$ cat src/rtl/uart_rx_frame_ctrl.sv
// uart_rx_frame_ctrl
// ------------------
// Sits behind a Hamming(7,4) UART receiver. Each rising edge of the
// receiver's sticky valid flag (while ena=1) captures the codeword and
// sends a one-cycle active-low clear back to the receiver. The codeword
// is single-error-corrected to a nibble. Nibbles are paired into bytes,
// low nibble first, and the bytes are queued in a small FIFO for the
// consumer. If the high nibble does not arrive within TIMEOUT enabled
// cycles, the low nibble is discarded and timeout_err pulses.
//
// Handshake: out_valid is high whenever the FIFO holds a byte and
// out_data shows that byte. A byte is transferred on every rising clk
// edge where out_valid && out_ready. out_valid does not depend on
// out_ready.
//
// Ports:
//   clk, rst_n   clock, asynchronous active-low reset
//   ena          capture-side enable; freezes FSM, timer and captures
//   word_in      7-bit codeword {d4,d3,d2,p4,d1,p2,p1}
//   word_valid   receiver sticky valid level
//   rx_clr_n     one-cycle active-low clear pulse to the receiver
//   out_data     FIFO head byte
//   out_valid    FIFO not empty
//   out_ready    consumer accepts the head byte
//   fifo_count   bytes stored
//   corr_cnt     corrected-codeword count, saturating at 255
//   overflow     sticky: a byte was dropped on a full FIFO
//   timeout_err  one-cycle pulse when a low nibble is discarded
//   state_out    FSM state for debug (00 WAIT_LO, 01 WAIT_HI, 10 PUSH)

module uart_rx_frame_ctrl #(
    parameter int DEPTH   = 4,
    parameter int TIMEOUT = 256
) (
    input  logic                     clk,
    input  logic                     rst_n,
    input  logic                     ena,
    input  logic [6:0]               word_in,
    input  logic                     word_valid,
    output logic                     rx_clr_n,
    output logic [7:0]               out_data,
    output logic                     out_valid,
    input  logic                     out_ready,
    output logic [$clog2(DEPTH):0]   fifo_count,
    output logic [7:0]               corr_cnt,
    output logic                     overflow,
    output logic                     timeout_err,
    output logic [1:0]               state_out
);

    localparam int AW = $clog2(DEPTH);
    localparam int TW = $clog2(TIMEOUT);

    typedef enum logic [1:0] {
        ST_WAIT_LO = 2'b00,
        ST_WAIT_HI = 2'b01,
        ST_PUSH    = 2'b10,
        ST_ILLEGAL = 2'b11
    } state_t;

    state_t          r_state;
    state_t          w_next;
    logic            r_wv_q;
    logic            r_cap;
    logic [6:0]      r_cap_word;
    logic            r_clr_n;
    logic [3:0]      r_lo;
    logic [7:0]      r_byte;
    logic [TW-1:0]   r_to_cnt;
    logic            r_timeout_err;
    logic            r_overflow;
    logic [7:0]      r_corr;
    logic [7:0]      r_mem [DEPTH];
    logic [AW-1:0]   r_wr_ptr;
    logic [AW-1:0]   r_rd_ptr;
    logic [AW:0]     r_count;

    logic            w_capture;
    logic [2:0]      w_syn;
    logic [6:0]      w_fixed;
    logic [3:0]      w_nib;
    logic            w_take;
    logic            w_lo_load;
    logic            w_byte_load;
    logic            w_cnt_clr;
    logic            w_cnt_inc;
    logic            w_tmo;
    logic            w_push_req;
    logic            w_full;
    logic            w_pop;
    logic            w_push;
    logic            w_drop;

    // Rising edge of the sticky flag. word_valid_q tracks every cycle so a
    // level that rose while ena=0 is never seen as a capture later.
    assign w_capture = ena & word_valid & ~r_wv_q;

    // The captured codeword is registered first, so the FSM acts on it one
    // cycle after the capture, in the same cycle rx_clr_n is low.
    assign w_syn[0] = r_cap_word[0] ^ r_cap_word[2] ^ r_cap_word[4] ^ r_cap_word[6];
    assign w_syn[1] = r_cap_word[1] ^ r_cap_word[2] ^ r_cap_word[5] ^ r_cap_word[6];
    assign w_syn[2] = r_cap_word[3] ^ r_cap_word[4] ^ r_cap_word[5] ^ r_cap_word[6];
    assign w_fixed  = (w_syn != 3'd0) ? (r_cap_word ^ (7'd1 << (w_syn - 3'd1))) : r_cap_word;
    assign w_nib    = {w_fixed[6], w_fixed[5], w_fixed[4], w_fixed[2]};

    always_comb begin
        w_next      = r_state;
        w_take      = 1'b0;
        w_lo_load   = 1'b0;
        w_byte_load = 1'b0;
        w_cnt_clr   = 1'b0;
        w_cnt_inc   = 1'b0;
        w_tmo       = 1'b0;
        w_push_req  = 1'b0;
        if (ena) begin
            case (r_state)
                ST_WAIT_LO: begin
                    if (r_cap) begin
                        w_take    = 1'b1;
                        w_lo_load = 1'b1;
                        w_cnt_clr = 1'b1;
                        w_next    = ST_WAIT_HI;
                    end
                end
                ST_WAIT_HI: begin
                    // A capture arriving on the last allowed cycle wins.
                    if (r_cap) begin
                        w_take      = 1'b1;
                        w_byte_load = 1'b1;
                        w_next      = ST_PUSH;
                    end else if (r_to_cnt == TW'(TIMEOUT - 1)) begin
                        w_tmo  = 1'b1;
                        w_next = ST_WAIT_LO;
                    end else begin
                        w_cnt_inc = 1'b1;
                    end
                end
                ST_PUSH: begin
                    w_push_req = 1'b1;
                    w_next     = ST_WAIT_LO;
                end
                default: w_next = ST_WAIT_LO;
            endcase
        end
    end

    assign w_full = (r_count == (AW + 1)'(DEPTH));
    assign w_pop  = out_valid & out_ready;
    // A pop in the same cycle frees the slot, so a full FIFO still accepts.
    assign w_push = w_push_req & (~w_full | w_pop);
    assign w_drop = w_push_req & w_full & ~w_pop;

    always_ff @(posedge clk or negedge rst_n) begin
        if (!rst_n) begin
            r_state       <= ST_WAIT_LO;
            r_wv_q        <= 1'b0;
            r_cap         <= 1'b0;
            r_cap_word    <= 7'd0;
            r_clr_n       <= 1'b1;
            r_lo          <= 4'd0;
            r_byte        <= 8'd0;
            r_to_cnt      <= '0;
            r_timeout_err <= 1'b0;
            r_overflow    <= 1'b0;
            r_corr        <= 8'd0;
        end else begin
            r_state       <= w_next;
            r_wv_q        <= word_valid;
            r_clr_n       <= ~w_capture;
            r_timeout_err <= w_tmo;
            // Pending capture is held while ena=0 or during PUSH.
            if (w_capture) begin
                r_cap      <= 1'b1;
                r_cap_word <= word_in;
            end else if (w_take) begin
                r_cap <= 1'b0;
            end
            if (w_lo_load)   r_lo   <= w_nib;
            if (w_byte_load) r_byte <= {w_nib, r_lo};
            if (w_cnt_clr) begin
                r_to_cnt <= '0;
            end else if (w_cnt_inc) begin
                r_to_cnt <= r_to_cnt + 1'b1;
            end
            if (w_take && (w_syn != 3'd0) && (r_corr != 8'hFF)) r_corr <= r_corr + 8'd1;
            if (w_drop) r_overflow <= 1'b1;
        end
    end

    // Storage is reset so out_data is never X.
    always_ff @(posedge clk or negedge rst_n) begin
        if (!rst_n) begin
            for (int i = 0; i < DEPTH; i++) r_mem[i] <= 8'd0;
            r_wr_ptr <= '0;
            r_rd_ptr <= '0;
            r_count  <= '0;
        end else begin
            if (w_push) begin
                r_mem[r_wr_ptr] <= r_byte;
                r_wr_ptr        <= r_wr_ptr + 1'b1;
            end
            if (w_pop) r_rd_ptr <= r_rd_ptr + 1'b1;
            if (w_push && !w_pop) begin
                r_count <= r_count + 1'b1;
            end else if (!w_push && w_pop) begin
                r_count <= r_count - 1'b1;
            end
        end
    end

    assign rx_clr_n    = r_clr_n;
    assign out_data    = r_mem[r_rd_ptr];
    assign out_valid   = (r_count != '0);
    assign fifo_count  = r_count;
    assign corr_cnt    = r_corr;
    assign overflow    = r_overflow;
    assign timeout_err = r_timeout_err;
    assign state_out   = r_state;

endmodule
$ cat config.mk
export PLATFORM = sky130hd
export DESIGN_NAME = uart_rx_frame_ctrl
export DESIGN_NICKNAME = d
export VERILOG_FILES = /design/src/rtl/uart_rx_frame_ctrl.sv
export SDC_FILE = /design/constraint.sdc
export NUM_CORES = 1
export LEC_CHECK = 0
export CAP_MARGIN = 20
export CELL_PAD_IN_SITES_DETAIL_PLACEMENT = 0
export CELL_PAD_IN_SITES_GLOBAL_PLACEMENT = 2
export CORE_UTILIZATION = 36
export CTS_CLUSTER_SIZE = 10
export DETAILED_ROUTE_END_ITERATION = 16
export MAX_ROUTING_LAYER = met4
export PLACE_DENSITY_LB_ADDON = 0.1
export SETUP_SLACK_MARGIN = 0.15
export SLEW_MARGIN = 0
export SYNTH_ARGS = -nofsm -noshare
export SYNTH_HDL_FRONTEND = slang
export SYNTH_SLANG_ARGS = --single-unit
$ cat constraint.sdc
create_clock -name clk -period 2.12 [get_ports clk]
set_input_delay 0.318 -clock clk [delete_from_list [all_inputs] [get_ports clk]]
set_output_delay 0.318 -clock clk [all_outputs]
set_load 0.02 [all_outputs]
==> results of run 1 <==
-- Yosys cell counts (3+ instances only) --
cell type	number
nand3b_1	3
nand3_1	4
xnor2_1	20
mux4_2	8
nand2_2	4
nor3_1	3
nand4_1	5
ha_1	8
a21oi_1	5
nand2_1	17
dfrtp_1	80
clkbuf_1	4
and3_1	4
o21ai_0	10
mux2_2	43
xor2_1	11
inv_1	7
nor2_1	16
-- final cells by class --
| cell class | count | area, µm² |
|---|---|---|
| fillers | 922 | 5060 |
| flip-flops and latches | 81 | 2030 |
| multi-input cells | 181 | 1730 |
| repair buffers | 71 | 623 |
| well taps | 133 | 166 |
| clock buffers | 9 | 124 |
| clock inverters | 7 | 53.8 |
| inverters | 7 | 26.3 |
-- cell usage in the layout, fill, tap and decap left out, types with 8 or more instances in the layout --
| master | instances |
|---|---|
| mux4_2 | 8 |
| xor2_1 | 9 |
| nor2_1 | 15 |
| clkdlybuf4s50_1 | 26 |
| clkbuf_8 | 9 |
| xnor2_1 | 14 |
| mux2_2 | 42 |
| nand2_1 | 16 |
| buf_4 | 31 |
| dfrtp_1 | 75 |
-- flip-flops by register name, summed over array words and instances (netlist names) --
register / count
r_cap_word: 7
r_rd_ptr: 2
fifo_count: 3
r_mem: 32
r_lo: 4
r_byte: 8
overflow: 1
r_cap: 1
corr_cnt: 8
r_wr_ptr: 2
rx_clr_n: 1
r_to_cnt: 8
r_wv_q: 1
timeout_err: 1
state_out: 2
-- routing by layer --
metal,global-route usage,share of wire,up-vias
li1,-,-,1124
met1,0.207,0.49,1136
met2,0.228,0.47,31
met3,0.0251,0.024,12
met4,0.0683,0.017,0
met5,-,0,-
-- power by group through the flow --
stage	combinational [mW]	sequential, mW	clock [mW]
floorplan	1.58	2.57	0
global placement	2.55	2.60	0
detailed placement	2.58	2.60	0
CTS	2.79	2.56	1.09
global route	3.24	2.64	1.17
finish	2.96	2.55	1.04
-- kinds of logic after synthesis --
family	after synthesis	synth area share
simple gates	67	0.0994
fa+ha+maj	9	0.0327
flops	81	0.552
mux	53	0.187
compound gates	21	0.0391
buf+inv	14	0.0167
xor+xnor	31	0.0738
-- worst min path at each step --
stage | slack [ps] | from | endpoint | depth (start not counted)
2_1_floorplan | 20 | rst_n | corr_cnt[0]$_DFFE_PN0P_ | 0
3_3_place_gp | 360 | rst_n | fifo_count[0]$_DFFE_PN0P_ | 1
3_5_place_dp | 360 | rst_n | fifo_count[0]$_DFFE_PN0P_ | 1
4_1_cts | 470 | word_valid | r_wv_q$_DFF_PN0_ | 1
5_1_grt | 470 | word_valid | r_wv_q$_DFF_PN0_ | 1
6_report | 480 | word_valid | r_wv_q$_DFF_PN0_ | 1
-- worst reg2reg max path, stage by stage, from the launching register on --
cell and delay (ps):
dfrtp_2 460, xor2_2 210, xnor2_2 220, nor2b_4 70, ha_4 170, a311oi_4 240
nand4_1 200, buf_4 180, xnor2_1 110
-- timing repair --
item                                   in CTS  in global routing
pin swaps                                  19                  9
buffers inserted                            8                  3
endpoints found under the hold margin      40                  0
resized for setup                          44                 11
hold buffers                                1                  0
setup endpoints to repair                  24                 18
-- metrics by stage --
step,area [µm²],hold slack [ps],cells,TNS [ps],util
2_1_floorplan,3730,22.4,276,-199,-
3_3_place_gp,4430,365,461,-675,0.452
3_5_place_dp,4430,361,461,-1560,0.452
4_1_cts,4690,470,486,0,0.477
5_1_grt,4760,475,489,0,0.485
6_report,4760,477,489,0,0.485
==> flow_summary.toml, run 1 <==
[power_and_ir_drop]
combPwrFrac = 0.452
switching_power_mw = 2.37
seq_power_share = 0.390
power.internal_mw = 4.18
clkPwrFrac = 0.159
power_density_mw_per_mm2 = 1380
leakage_nw = 2.15
total_power_mw = 6.55
ir_drop_mv = 0.629
swShare = 0.362

[cells_and_area]
drive_above_1_share = 0.407
syn2layout_area_growth_pct = 29.4
nets = 372
n_antenna_cell = 0

[synth]
ys_seq_area_frac = 0.552
syn_inst = 276
synthesis.nets = 297
async_flop_share = 1.00
synthTopCellsByArea = "dfrtp_1, mux2_2, mux4_2, xnor2_1, ha_1"
synth_top_area_frac = 0.544
yosysWarnings = 0
syn_area_mm2 = 0.00368
ys_seq_elements = 81
synth_edf_count = 0
ys_types = 39
yosysTopAreaCell = "dfrtp_1"
synthFlopType = "dfrtp_1"
syn_area_per_cell_um2 = 13.3

[grt]
grt_pass1_wl_um = 11700
antenna_found_initial = 0
grt_usage = 0.154
grt_max_degree = 44
grt_pass1_vias = 2351
overflow = 0

[critical_path]
worstPathArrival_ps = 2200
crit_type = "register to register"
end_kind = "register"
worstPathMaxFanout = 4
reg2reg_from = "r_cap_word[2]$_DFFE_PN0P_"
crit_chain = "xor2_2 -> xnor2_2 -> nor2b_4 -> ha_4 -> a311oi_4 -> nand4_1 -> buf_4 -> xnor2_1"
endpoint = "corr_cnt[3]$_DFFE_PN0P_"
crit_path_start = "r_cap_word[2]$_DFFE_PN0P_"
cpPeakStageDelay_ps = 460
start_kind = "register"
cp_slowest_cell = "dfrtp_2"
rrSetupSlack_ps = 150
rr_worst_depth = 8
path_delay_family = "XOR/XNOR gates"
r2r_end = "corr_cnt[3]$_DFFE_PN0P_"
required_ps = 2350
crit_cells = 8
path_buf_inv = 1

[route]
dr.pass1.iters = 4
drtIter0Drc = 61
viasPerCell = 4.71
detail-route-antenna-nets = 0
post_drt_wl_per_cell_um = 14.2
totalWireLength_um = 6960
drc_errors = 0
vias = 2303

[floorplanning]
rows = 36
initial_core_util = 0.374
die_area_mm2 = 0.0106
core_mm2 = 0.00982
io_pins = 37
die_w_um = 103
die_h_um = 103

[sta]
slew_headroom = 0.620
tightest_slew_ps = 570
fin_worst_skew_ps = 12.2
fin_crit_ps = 1970
setup_viol = 0
fmax_ghz = 0.508
slew_viol_final = 0
hold_viol_final = 0
post-route-period-util = 0.928
rsz0062_at_grt = "yes"
fin_ws_ps = 153

[place]
dp_worst_setup_slack_ps = -244
globalplace.congestion = 0.751
dp_hpwl_um = 4690
port_buffers = 36

[worst_hold_path]
min_path_type = "input pin to register"

[clock_tree]
clk_pin_slew_worst_paths_ps = 80
cts_root_buf = "clkbuf_8"
cts_made_buffers = 9
clock_path_buffers = 2
cts_tree = "done"
cts_sinks = 81
cts_max_level = 3
clk-insertion-delay-late_ps = 350

[run]
drv_cap = 0

[status]
status = "finished clean"
Note: power is estimated with default switching activity, not from simulation.
==> inputs of run 2 (changes only) <==
Settings changed: GPL_TIMING_DRIVEN set to 1, PLACE_DENSITY set to 0.78, PLACE_DENSITY_LB_ADDON 0.1 to unset.
==> run 2 against run 1 <==
  * The run now ends with hold timing left
  * Non-clock buffer count down 2
  * Die area is the same
  * Clock-buffer cell count is the same
  * Clock power barely moved
  * Clock skew shrank 2.8 ps
  * Via count grew 0.48%
  * Design area shrank 0.71%
  * Global-route usage decreased by 0.78 points
  * Worst hold slack worse by 490 ps
  * Combinational power shrank 7.1%
  * Cell count is 0.41% lower
  * Largest cell class unchanged
==> flow_summary.toml, run 2 (same netlist as run 1, synthesis figures left out) <==
[floorplanning]
rows = 36
die_area_mm2 = 0.0106
die_h_um = 103
core_mm2 = 0.00982
initial_core_util = 0.374
die_w_um = 103
io_pins = 37

[critical_path]
start_kind = "register"
cp_slowest_cell = "dfrtp_2"
path_buf_inv = 0
rr_worst_depth = 8
end_kind = "register"
worstPathArrival_ps = 2290
cpPeakStageDelay_ps = 480
worstPathMaxFanout = 4
crit_type = "register to register"
crit_chain = "xnor2_4 -> xnor2_2 -> nor2b_2 -> ha_4 -> a311oi_4 -> nand4_1 -> nor2_1 -> xor2_1"
crit_cells = 8
path_delay_family = "simple AND/OR/NAND/NOR gates"
required_ps = 2390

[sta]
slew_viol_final = 0
fin_ws_ps = 98.5
fin_crit_ps = 2020
slew_headroom = 0.581
post-route-period-util = 0.954
rsz0062_at_grt = "yes"
tightest_slew_ps = 628
fin_worst_skew_ps = 9.43
setup_viol = 0
holdWs_ps = -11.0
hold_viol_final = 12
fin_setup_tns_ps = 0
fmax_ghz = 0.495

[cells_and_area]
regMostFlops = "r_mem"
final_cell_mix = "dfrtp_1, mux2_2, buf_4"
syn2layout_area_growth_pct = 28.5
nets = 370
nFillCells = 928
instances_no_fill = 487
final_common_cell = "dfrtp_1"
n_antenna_cell = 0
largest_reg_flops = 32
drive_above_1_share = 0.398

[route]
viasPerCell = 4.75
post_drt_wl_per_cell_um = 13.8
drtIter0Drc = 62
detail-route-antenna-nets = 0
totalWireLength_um = 6740
drc_errors = 0
vias = 2314
dr.pass1.iters = 4

[status]
violations = "hold timing"
status = "finished, violations left"

[place]
dp_worst_setup_slack_ps = -232
dp_hpwl_um = 4590
dp_cells = 460
port_buffers = 36
globalplace.congestion = 0.737

[clock_tree]
cts_root_buf = "clkbuf_8"
clk-insertion-delay-late_ps = 350
cts_made_buffers = 9
clock_path_buffers = 2
cts_tree = "done"
cts_max_level = 3
clk_pin_slew_worst_paths_ps = 90
hold_buffers = 0
cts_sinks = 81

[power_and_ir_drop]
clkPwrFrac = 0.160
power.internal_mw = 4.08
seq_power_share = 0.407
power_density_mw_per_mm2 = 1340
leakage_nw = 2.13
combPwrFrac = 0.433
switching_power_mw = 2.27
swShare = 0.358
ir_drop_mv = 0.708

[grt]
grt_max_degree = 49
overflow = 0
use_met1 = 0.177
grt_pass1_wl_um = 11300
use_met2 = 0.244
grt_pass1_vias = 2362
grt_usage = 0.146
antenna_found_initial = 0
top_usage_layer = "met2"
met3_usage = 0.0434

[run]
drv_cap = 0

[worst_hold_path]
min_path_type = "input pin to async pin"
run 2: path summary, 6_finish.rpt:
kind / from / endpoint / slack (ps)
worst max register to register: r_cap_word[6]$_DFFE_PN0P_ / corr_cnt[7]$_DFFE_PN0P_ / 100
max in group asynchronous: rst_n / r_mem[24]$_DFFE_PN0P_ / 1540
worst min register to register: overflow$_DFFE_PN0P_ / overflow$_DFFE_PN0P_ / 480
worst max-delay path: r_cap_word[6]$_DFFE_PN0P_ / corr_cnt[7]$_DFFE_PN0P_ / 100
worst min-delay path: rst_n / fifo_count[2]$_DFFE_PN0P_ / -10
min in group clk: word_valid / r_wv_q$_DFF_PN0_ / 450
run 2: final cells by class:
| type | instances | area, µm² | area share |
|---|---|---|---|
| Sequential cell | 81 | 2030 | 0.431 |
| Clock inverter | 7 | 52.6 | 0.0111 |
| Tap cell | 133 | 166 | 0.0352 |
| Multi-Input combinational cell | 181 | 1730 | 0.367 |
| Inverter | 7 | 26.3 | 0.00556 |
| Clock buffer | 9 | 124 | 0.0262 |
| Timing Repair Buffer | 69 | 589 | 0.125 |
run 2: layer usage:
| metal | vias to the layer above | part of all wire |
|---|---|---|
| met5 | - | 0 |
| met4 | 0 | 0.0053 |
| met3 | 5 | 0.033 |
| met2 | 36 | 0.50 |
| met1 | 1149 | 0.46 |
| li1 | 1124 | - |
run 2: what timing repair did:
action,4_1_cts,5_1_grt
endpoints found under the setup margin,24,17
pin swaps,12,11
buffers inserted,8,3
gates resized for setup,41,9
run 2: worst reg2reg max path: cells and delay by family, from the launching register on:
family / cells / cell delay [ps]
AO/OA/AOI/OAI: 1 / 260
XOR/XNOR: 3 / 470
flip-flops: 1 / 480
AND/OR/NAND/NOR: 3 / 570
adder cells (fa/ha/maj): 1 / 170
run 2: power by group through the flow:
stage | clock network (mW) | registers [mW] | logic, mW
2_1_floorplan | 0 | 2.57 | 1.58
3_3_place_gp | 0 | 2.60 | 2.49
3_5_place_dp | 0 | 2.62 | 2.52
4_1_cts | 1.06 | 2.59 | 2.70
5_1_grt | 1.13 | 2.68 | 3.02
6_report | 1.02 | 2.58 | 2.75
run 2: metrics by stage:
step / utilization / hold WS, ps / power [mW] / instance area [µm²]
2_1_floorplan: - / 22.4 / 4.16 / 3730
3_3_place_gp: 0.450 / 386 / 5.08 / 4410
3_5_place_dp: 0.450 / 385 / 5.15 / 4410
4_1_cts: 0.474 / 7.04 / 6.35 / 4660
5_1_grt: 0.481 / 30.5 / 6.83 / 4720
6_report: 0.481 / -11.0 / 6.35 / 4720
==> inputs of run 3 (changes only) <==
Settings changed: CELL_PAD_IN_SITES_GLOBAL_PLACEMENT 2 to 1, CORE_ASPECT_RATIO set to 1.1, CORE_UTILIZATION 36 to 42, PLACE_DENSITY 0.78 to 0.77.
==> run 3 against run 2 <==
  * Die area is 14% lower
  * Critical endpoint is now corr_cnt[3]$_DFFE_PN0P_
  * Core utilization rose by 8.0 points
  * The flow now finishes without violations
  * Critical path type unchanged
  * Register-to-register slack improved by 20 ps
  * Setup slack better by 18 ps
  * Total power up 3.3%
  * Cell count is 3.9% lower
  * Clock skew increased by 1.2 ps
  * Fmax increased by 0.92%
  * Via count grew 0.39%
==> flow_summary.toml, run 3 (same netlist as run 1, synthesis figures left out) <==
[status]
status = "finished clean"

[route]
dr.pass1.iters = 2
viasPerCell = 4.96
totalWireLength_um = 6820
detail-route-antenna-nets = 0
drtIter0Drc = 69
post_drt_wl_per_cell_um = 14.6
vias = 2323
drc_errors = 0

[sta]
fin_worst_skew_ps = 10.7
hold_viol_final = 0
fmax_ghz = 0.499
post-route-period-util = 0.945
fin_ws_ps = 117
setup_viol = 0
holdWs_ps = 444
slew_viol_final = 0
fin_crit_ps = 2000
rsz0062_at_grt = "yes"
tightest_slew_ps = 577
slew_headroom = 0.615

[cells_and_area]
drive_above_1_share = 0.406
multi_input_area_mm2 = 0.00172
nets = 373
ff_latch_area_mm2 = 0.00204
final_common_cell = "dfrtp_1"
syn2layout_area_growth_pct = 28.9
post-route-util = 0.561
final_cell_mix = "dfrtp_1, mux2_2, buf_4"
largest_reg_flops = 32
instances_no_fill = 468
nFillCells = 705
regMostFlops = "r_mem"
n_antenna_cell = 0

[clock_tree]
cts_made_buffers = 9
clk-insertion-delay-late_ps = 350
clk_pin_slew_worst_paths_ps = 90
cts_sinks = 81
cts_tree = "done"
cts_max_level = 3
clock_path_buffers = 2
cts_root_buf = "clkbuf_8"

[power_and_ir_drop]
leakage_nw = 2.16
ir_drop_mv = 0.891
power_density_mw_per_mm2 = 1380
total_power_mw = 6.56

[floorplanning]
die_w_um = 91.2
io_pins = 37
core_mm2 = 0.00845
die_area_mm2 = 0.00913
rows = 35
initial_core_util = 0.435
die_h_um = 100

[grt]
antenna_found_initial = 0
met3_usage = 0.0273
grt_pass1_wl_um = 11500
overflow = 0
grt_usage = 0.168
grt_pass1_vias = 2414
top_usage_layer = "met2"
use_met1 = 0.216
use_met2 = 0.267
grt_max_degree = 45

[critical_path]
start_kind = "register"
crit_type = "register to register"
rr_worst_depth = 8
worstPathMaxFanout = 4
worstPathArrival_ps = 2230
end_kind = "register"
required_ps = 2350

[place]
port_buffers = 36
dp_hpwl_um = 4550
dp_worst_setup_slack_ps = -235
dp_cells = 437
globalplace.congestion = 0.809

[run]
drv_cap = 0

[worst_hold_path]
min_path_type = "input pin to register"
hold_depth = 1
==> run 3: cell count changes in the layout (fill, tap and decap cells not counted), sizes merged <==
| cell | before | now |
|---|---|---|
| bufinv | 0 | 1 |
| clkinv | 3 | 1 |
| dlymetal6s2s | 0 | 1 |
| dlygate4sd3 | 0 | 1 |
| buf | 41 | 43 |
| clkbuf | 10 | 12 |
| inv | 10 | 8 |
| clkinvlp | 1 | 2 |
| clkdlybuf4s50 | 26 | 25 |
==> run 3: per-layer routing <==
| layer | share of wire | up-vias |
|---|---|---|
| met3 | 0.024 | 7 |
| li1 | - | 1123 |
| met5 | 0 | - |
| met4 | 0.014 | 0 |
| met2 | 0.49 | 32 |
| met1 | 0.48 | 1161 |
==> run 3: per-stage QoR <==
step / cell area (µm²) / TNS [ps]
6_report: 4740 / 0
5_1_grt: 4740 / 0
4_1_cts: 4650 / 0
3_5_place_dp: 4370 / -1630
3_3_place_gp: 4370 / -364
2_1_floorplan: 3730 / -199
==> run 3: path summary, 6_finish.rpt <==
path,from,end,slack (ps)
worst max-delay path,r_cap_word[2]$_DFFE_PN0P_,corr_cnt[3]$_DFFE_PN0P_,120
worst min-delay path,word_valid,r_wv_q$_DFF_PN0_,440
worst max register to register,r_cap_word[2]$_DFFE_PN0P_,corr_cnt[3]$_DFFE_PN0P_,120
worst min register to register,overflow$_DFFE_PN0P_,overflow$_DFFE_PN0P_,480
max in group asynchronous,rst_n,r_mem[27]$_DFFE_PN0P_,940
min in group asynchronous,rst_n,r_rd_ptr[0]$_DFFE_PN0P_,500
==> run 3: repair_timing <==
| action | CTS | global route |
|---|---|---|
| buffers inserted | 9 | 5 |
| endpoints found under the hold margin | 40 | 0 |
| gates cloned | 0 | 0 |
| resized for setup | 39 | 13 |
| hold buffers | 1 | 0 |
| pin swaps | 12 | 11 |
| endpoints found under the setup margin | 24 | 17 |
==> run 3: power breakdown <==
| group | switching (mW) | internal, mW | leakage, nW | total (mW) |
|---|---|---|---|---|
| Clock | 0.574 | 0.615 | 0.102 | 1.19 |
| Combinational | 1.23 | 1.56 | 1.03 | 2.79 |
| Sequential | 0.487 | 2.10 | 1.03 | 2.58 |
==> run 3: area by class of cell <==
type,instances,share of cell area
clock inverters,5,0.0132
inverters,7,0.00554
well taps,111,0.0293
flip-flops and latches,81,0.430
repair buffers,72,0.127
multi-input cells,181,0.363
clock buffers,11,0.0319
==> run 3: critical path: stages, from the launching register on <==
cell	delay, ps
dfrtp_2	450
xor2_2	210
xnor2_2	230
nor2b_2	80
ha_4	170
a311oi_4	250
nand4_1	200
buf_4	180
xnor2_1	110
